## src/rtl/id_stage_sb.sv

```systemverilog
// Decode stage: handshaked ID register, 3-read regfile with PC alias
// and writeback bypass, per-register pending-write scoreboard.
module id_stage_sb #(
  parameter int XLEN    = 32,
  parameter int NREG    = 16,
  parameter int PC_IDX  = 15,
  parameter int MAXPEND = 3
) (
  input  logic                    clk,
  input  logic                    reset,
  input  logic                    in_valid,
  output logic                    in_ready,
  input  logic [31:0]             in_instr,
  input  logic [XLEN-1:0]         in_pcplus8,
  input  logic [$clog2(NREG)-1:0] in_ra1,
  input  logic [$clog2(NREG)-1:0] in_ra2,
  input  logic [$clog2(NREG)-1:0] in_ra3,
  input  logic [2:0]              in_use,
  input  logic [$clog2(NREG)-1:0] in_wa,
  input  logic                    in_we,
  output logic                    out_valid,
  input  logic                    out_ready,
  output logic [31:0]             out_instr,
  output logic [XLEN-1:0]         out_pcplus8,
  output logic [XLEN-1:0]         out_rd1,
  output logic [XLEN-1:0]         out_rd2,
  output logic [XLEN-1:0]         out_rd3,
  input  logic                    wb_en,
  input  logic [$clog2(NREG)-1:0] wb_addr,
  input  logic [XLEN-1:0]         wb_data,
  input  logic                    kill_en,
  input  logic [$clog2(NREG)-1:0] kill_addr,
  input  logic                    flush
);

  localparam int AW = $clog2(NREG);
  localparam int CW = $clog2(MAXPEND+1);
  localparam logic [AW-1:0] PCA = AW'(PC_IDX);
  localparam logic [CW-1:0] PMAX = CW'(MAXPEND);

  typedef struct packed {
    logic [31:0]     instr;
    logic [XLEN-1:0] pc;
    logic [AW-1:0]   ra1;
    logic [AW-1:0]   ra2;
    logic [AW-1:0]   ra3;
    logic [2:0]      srcuse;
    logic [AW-1:0]   wa;
    logic            we;
  } ent_t;

  ent_t            ent_q, ent_d;
  logic            vld_q, vld_d;
  logic [XLEN-1:0] rf_q   [NREG];
  logic [CW-1:0]   pend_q [NREG];
  logic [CW-1:0]   pend_d [NREG];

  logic [AW-1:0]   ra [3];
  logic [XLEN-1:0] rd [3];
  logic            raw, shaz;
  logic            accept, issue;
  logic [CW:0]     dec, up, dn;

  assign ra[0] = ent_q.ra1;
  assign ra[1] = ent_q.ra2;
  assign ra[2] = ent_q.ra3;

  // PC alias wins over bypass, bypass wins over the array
  always_comb begin
    for (int i = 0; i < 3; i++) begin
      if (ra[i] == PCA)
        rd[i] = ent_q.pc;
      else if (wb_en && wb_addr == ra[i])
        rd[i] = wb_data;
      else
        rd[i] = rf_q[ra[i]];
    end
  end

  always_comb begin
    raw = 1'b0;
    dec = '0;
    for (int i = 0; i < 3; i++) begin
      dec = (CW+1)'(wb_en && wb_addr == ra[i])
          + (CW+1)'(kill_en && kill_addr == ra[i]);
      if (ent_q.srcuse[i] && ra[i] != PCA &&
          (CW+1)'(pend_q[ra[i]]) > dec)
        raw = 1'b1;
    end
  end

  assign shaz      = ent_q.we && pend_q[ent_q.wa] == PMAX;
  assign out_valid = reset && vld_q && !raw && !shaz && !flush;
  assign issue     = out_valid && out_ready;
  assign in_ready  = reset && (!vld_q || issue) && !flush;
  assign accept    = in_valid && in_ready;

  assign out_instr   = ent_q.instr;
  assign out_pcplus8 = ent_q.pc;
  assign out_rd1     = rd[0];
  assign out_rd2     = rd[1];
  assign out_rd3     = rd[2];

  always_comb begin
    vld_d = vld_q;
    ent_d = ent_q;
    if (accept) begin
      vld_d        = 1'b1;
      ent_d.instr  = in_instr;
      ent_d.pc     = in_pcplus8;
      ent_d.ra1    = in_ra1;
      ent_d.ra2    = in_ra2;
      ent_d.ra3    = in_ra3;
      ent_d.srcuse = in_use;
      ent_d.wa     = in_wa;
      ent_d.we     = in_we;
    end else if (flush || issue) begin
      vld_d = 1'b0;
    end
  end

  // Deltas are summed, then clamped at zero
  always_comb begin
    up = '0;
    dn = '0;
    for (int r = 0; r < NREG; r++) begin
      up = (CW+1)'(pend_q[r])
         + (CW+1)'(issue && ent_q.we && ent_q.wa != PCA &&
                   ent_q.wa == AW'(r));
      dn = (CW+1)'(wb_en && wb_addr == AW'(r))
         + (CW+1)'(kill_en && kill_addr == AW'(r));
      pend_d[r] = (up > dn) ? CW'(up - dn) : '0;
    end
  end

  always_ff @(posedge clk) begin
    if (!reset) begin
      vld_q <= 1'b0;
      ent_q <= '0;
      for (int r = 0; r < NREG; r++) begin
        pend_q[r] <= '0;
        rf_q[r]   <= '0;
      end
    end else begin
      vld_q <= vld_d;
      ent_q <= ent_d;
      for (int r = 0; r < NREG; r++)
        pend_q[r] <= pend_d[r];
      if (wb_en && wb_addr != PCA)
        rf_q[wb_addr] <= wb_data;
    end
  end

endmodule

```

## config.mk

```make
export PLATFORM = sky130hd
export DESIGN_NAME = id_stage_sb
export DESIGN_NICKNAME = d
export VERILOG_FILES = /design/src/rtl/id_stage_sb.sv
export SDC_FILE = /design/constraint.sdc
export NUM_CORES = 2
export LEC_CHECK = 0
export BUFFER_PORTS_ARGS = -buffer_cell sky130_fd_sc_hd__buf_2
export CORE_UTILIZATION = 50
export CTS_CLUSTER_DIAMETER = 100
export CTS_CLUSTER_SIZE = 40
export DETAILED_ROUTE_END_ITERATION = 10
export PLACE_DENSITY_LB_ADDON = 0.15
export SYNTH_ARGS = -nofsm -noshare
export SYNTH_HDL_FRONTEND = slang
export SYNTH_SLANG_ARGS = --single-unit
```

## constraint.sdc

```tcl
create_clock -name clk -period 6.6 [get_ports clk]
set_input_delay 0.66 -clock clk [delete_from_list [all_inputs] [get_ports clk]]
set_output_delay 0.66 -clock clk [all_outputs]
set_load 0.02 [all_outputs]
```

==> results.py <==
metrics = {
    "synth": {
        "post_synth_instance_area_um2": 40700,
        "synthTopCellsByArea": "sky130_fd_sc_hd__edfxtp_1 (38%), sky130_fd_sc_hd__mux4_2 (28%), sky130_fd_sc_hd__and2_1 (7.4%)",
        "post_synthesis_sequential_area_ratio": 0.444,
        "dominantRegCellSynth": "sky130_fd_sc_hd__edfxtp_1",
        "netlist.area_leader.share": 0.378,
        "synth_top_cell_by_area": "sky130_fd_sc_hd__edfxtp_1",
        "ys_ff_latch": 645,
        "netlist-cell-type-count": 51,
        "syn_inst": 2961,
        "asyncSetResetFlopFracSynth": 0,
        "synthesis.area_per_instance_um2": 13.7,
        "synth_warnings": 0,
        "synth_enable_flop_cells": 512,
    },
    "drt": {
        "routed_via_density": 6.76,
        "drt_iter0_drc": 3649,
        "via_count": 27824,
        "drc_errors": 0,
        "ant_nets": 0,
        "detail_route.first_pass.iterations": 5,
        "wl_um": 131000,
        "post_drt_wl_per_cell_um": 31.9,
    },
    "timing": {
        "setup_violations": 0,
        "final_min_period_over_clock_period": 0.764,
        "final_max_slew_viol_count": 0,
        "worst_slew_pin_slew_ns": 1.09,
        "fmaxAchievable_mhz": 198,
        "period_minus_slack_ns": 5.04,
        "maxSlewHeadroom": 0.276,
        "setup_repair_after_global_routing_missed_its_margin": "no",
        "finalSetupTns_ns": 0,
        "hold_violations_final": 0,
        "final.setup_skew_ns": 0.0268,
        "worst_hold_slack_ns": 0.204,
    },
    "power": {
        "pwr-share-clk": 0.272,
        "cellInternalPower_mw": 6.36,
        "switching_share": 0.297,
        "power.density_cell_area_nw_per_um2": 208,
        "ir_worst_vdd_mv": 0.294,
        "power.combinational.fraction": 0.190,
        "seq_power_share": 0.538,
        "p_total_mw": 9.04,
        "power.switching_mw": 2.69,
        "static-leakage-power_nw": 15.0,
    },
    "critical_path": {
        "crit_chain": "buf_4, mux4_2, mux4_2, mux2i_1, a21oi_1, buf_2",
        "worst_path_most_repeated_cell": "sky130_fd_sc_hd__mux4_2",
        "crit_path_start_kind": "flip-flop",
        "slowest_stage_cell_cp": "sky130_fd_sc_hd__dfxtp_4",
        "cp_data_required_time_ns": 5.94,
        "timing.critical_path.arrival_ns": 4.38,
        "setup.worst_path.end_class": "primary output",
        "worstSetupPathType": "reg2out",
        "cp_slowest_stage_delay_ns": 0.86,
        "timing.critical_path.fanout_max": 40,
    },
    "floorplan": {
        "die_height_um": 287,
        "chipWidth_um": 287,
        "placement_row_count": 104,
        "number_of_top_level_pins": 293,
        "core_area_um2": 80500,
        "effective_utilization_at_floorplan": 0.505,
        "design.die.area_um2": 82400,
    },
    "cts": {
        "total_number_of_h_tree_levels": 1,
        "cts.root.buffer_cell": "sky130_fd_sc_hd__clkbuf_16",
        "tritoncts.num_buffers": 29,
        "cts.repair.resized": 0,
        "numClockSinks": 645,
        "count_of_buffers_added_by_post_cts_timing_repair_for_setup": 0,
        "hold_buffers": 0,
        "clock_path_buffers": 3,
        "clk_pin_slew_worst_paths_ns": 0.13,
        "tritoncts": "yes",
        "insertion_delay_ns": 0.67,
    },
    "global_routing": {
        "layer_carrying_the_most_global_route_usage": "met2",
        "grt_util_overall": 0.318,
        "grt_pass1_wl_um": 189000,
        "grt_antenna_before_repair": 9,
        "grtUsageMet1": 0.423,
        "grtUsageMet2": 0.521,
        "use_met3": 0.0579,
        "via_count_of_the_first_global_routing_pass": 27981,
        "grt_start_max_net_pins": 105,
        "globalRouteOverflowTotal": 0,
    },
    "min_path": {
        "min_path_type": "in2reg",
    },
    "place": {
        "globalplace.congestion": 0.920,
        "io_buffers": 292,
        "dp_hpwl_um": 76700,
    },
    "final_layout": {
        "layout.nets": 3252,
        "layout-area-overhead-vs-synth_pct": 7.16,
        "most_frequent_cells_in_the_layout": "sky130_fd_sc_hd__edfxtp_1 (512), sky130_fd_sc_hd__mux4_2 (510), sky130_fd_sc_hd__and2_1 (482)",
        "layout_commonest_cell": "sky130_fd_sc_hd__edfxtp_1",
        "drive_gt1_frac": 0.336,
        "fillers": 6605,
    },
    "run_status": {
        "status": "complete, no violations",
    },
    "job": {
        "max_cap_violations": 0,
    },
}
cell usage after synthesis (all sizes together) (2+ instances only):
| cell type | instances |
|---|---|
| edfxtp | 512 |
| mux4 | 510 |
| and2 | 483 |
| clkbuf | 179 |
| buf | 165 |
| nor2 | 156 |
| dfxtp | 133 |
| o21ai | 113 |
| a21oi | 112 |
| nand2 | 102 |
| nand3 | 97 |
| mux2i | 96 |
| ha | 73 |
| inv | 49 |
| nor3 | 37 |
| nand2b | 22 |
| and3 | 18 |
| xor2 | 18 |
| fa | 16 |
| o211ai | 11 |
| nor4 | 8 |
| nand4 | 7 |
| xnor2 | 6 |
| a21boi | 4 |
| nand3b | 4 |
| nand4b | 4 |
| nor2b | 4 |
| or2 | 3 |
| a311oi | 2 |
| and3b | 2 |
| nor3b | 2 |
| or3 | 2 |
| or3b | 2 |
per-stage QoR:
step / worst slack (ns) / util / area [um2] / instances
global placement: 1.67 / 0.528 / 42500 / 4061
floorplan: 1.92 / - / 40800 / 2993
finish: 1.56 / 0.541 / 43600 / 4117
global route: 1.28 / 0.541 / 43600 / 4116
detailed placement: 1.60 / 0.528 / 42500 / 4061
CTS: 1.55 / 0.541 / 43600 / 4115
cells by family after synthesis:
group	after synthesis	synth area share
adders and majority gates	89	0.0303
AOI/OAI and AO/OA	248	0.0377
DFF	645	0.444
and+or+nand+nor	955	0.128
buffers and inverters	393	0.0484
other	1	0.0000923
xor gates and xnor gates	24	0.00517
muxes	606	0.306
per-layer routing:
layer	vias to the layer above	part of all wire
li1	11375	-
met1	14314	0.37
met2	1781	0.48
met3	350	0.11
met4	4	0.041
met5	-	0.00018
power groups by stage:
stage | Sequential, mW | Clock (mW) | Combinational, mW
final | 4.86 | 2.46 | 1.72
after global routing | 4.90 | 2.59 | 1.80
after CTS | 4.86 | 2.49 | 1.72
after detailed placement | 4.95 | 0 | 1.71
after global placement | 4.92 | 0 | 1.69
after floorplan | 4.82 | 0 | 1.24
path summary, 6_finish.rpt:
path | startpoint | end | slack (ns) | depth (start not counted)
worst max-delay path | flip-flop | out_rd1[0] | 1.56 | 6
worst max register to register | flip-flop | pend_q[5][1] | 1.57 | 14
worst min register to register | out_instr[16] | out_instr[16] | 0.47 | 2
worst min-delay path | in_pcplus8[17] | out_pcplus8[17] | 0.20 | 3
critical path, delay by kind of cell (launching register included):
family,cells,cell delay (ns)
AOI/OAI and AO/OA,1,0.16
buffers and inverters,2,1.02
DFF,1,0.86
muxes,3,1.62
cell type report:
type | instances | area (um2) | area share
well taps | 1060 | 1330 | 0.0304
diodes | 2 | 5.00 | 0.000115
clock buffers | 30 | 729 | 0.0167
flip-flops and latches | 645 | 18100 | 0.415
clock inverters | 24 | 314 | 0.00721
repair buffers | 352 | 1930 | 0.0442
inverters | 49 | 184 | 0.00422
multi-input cells | 1955 | 21000 | 0.482
state kept, by name (all words and copies together) (netlist names), named ones only:
register and flops:
rf_q 512, out_instr 32, out_pcplus8 32, pend_q 32, ent_q 20, vld_q 1
Note: power is estimated with default switching activity, not from simulation.
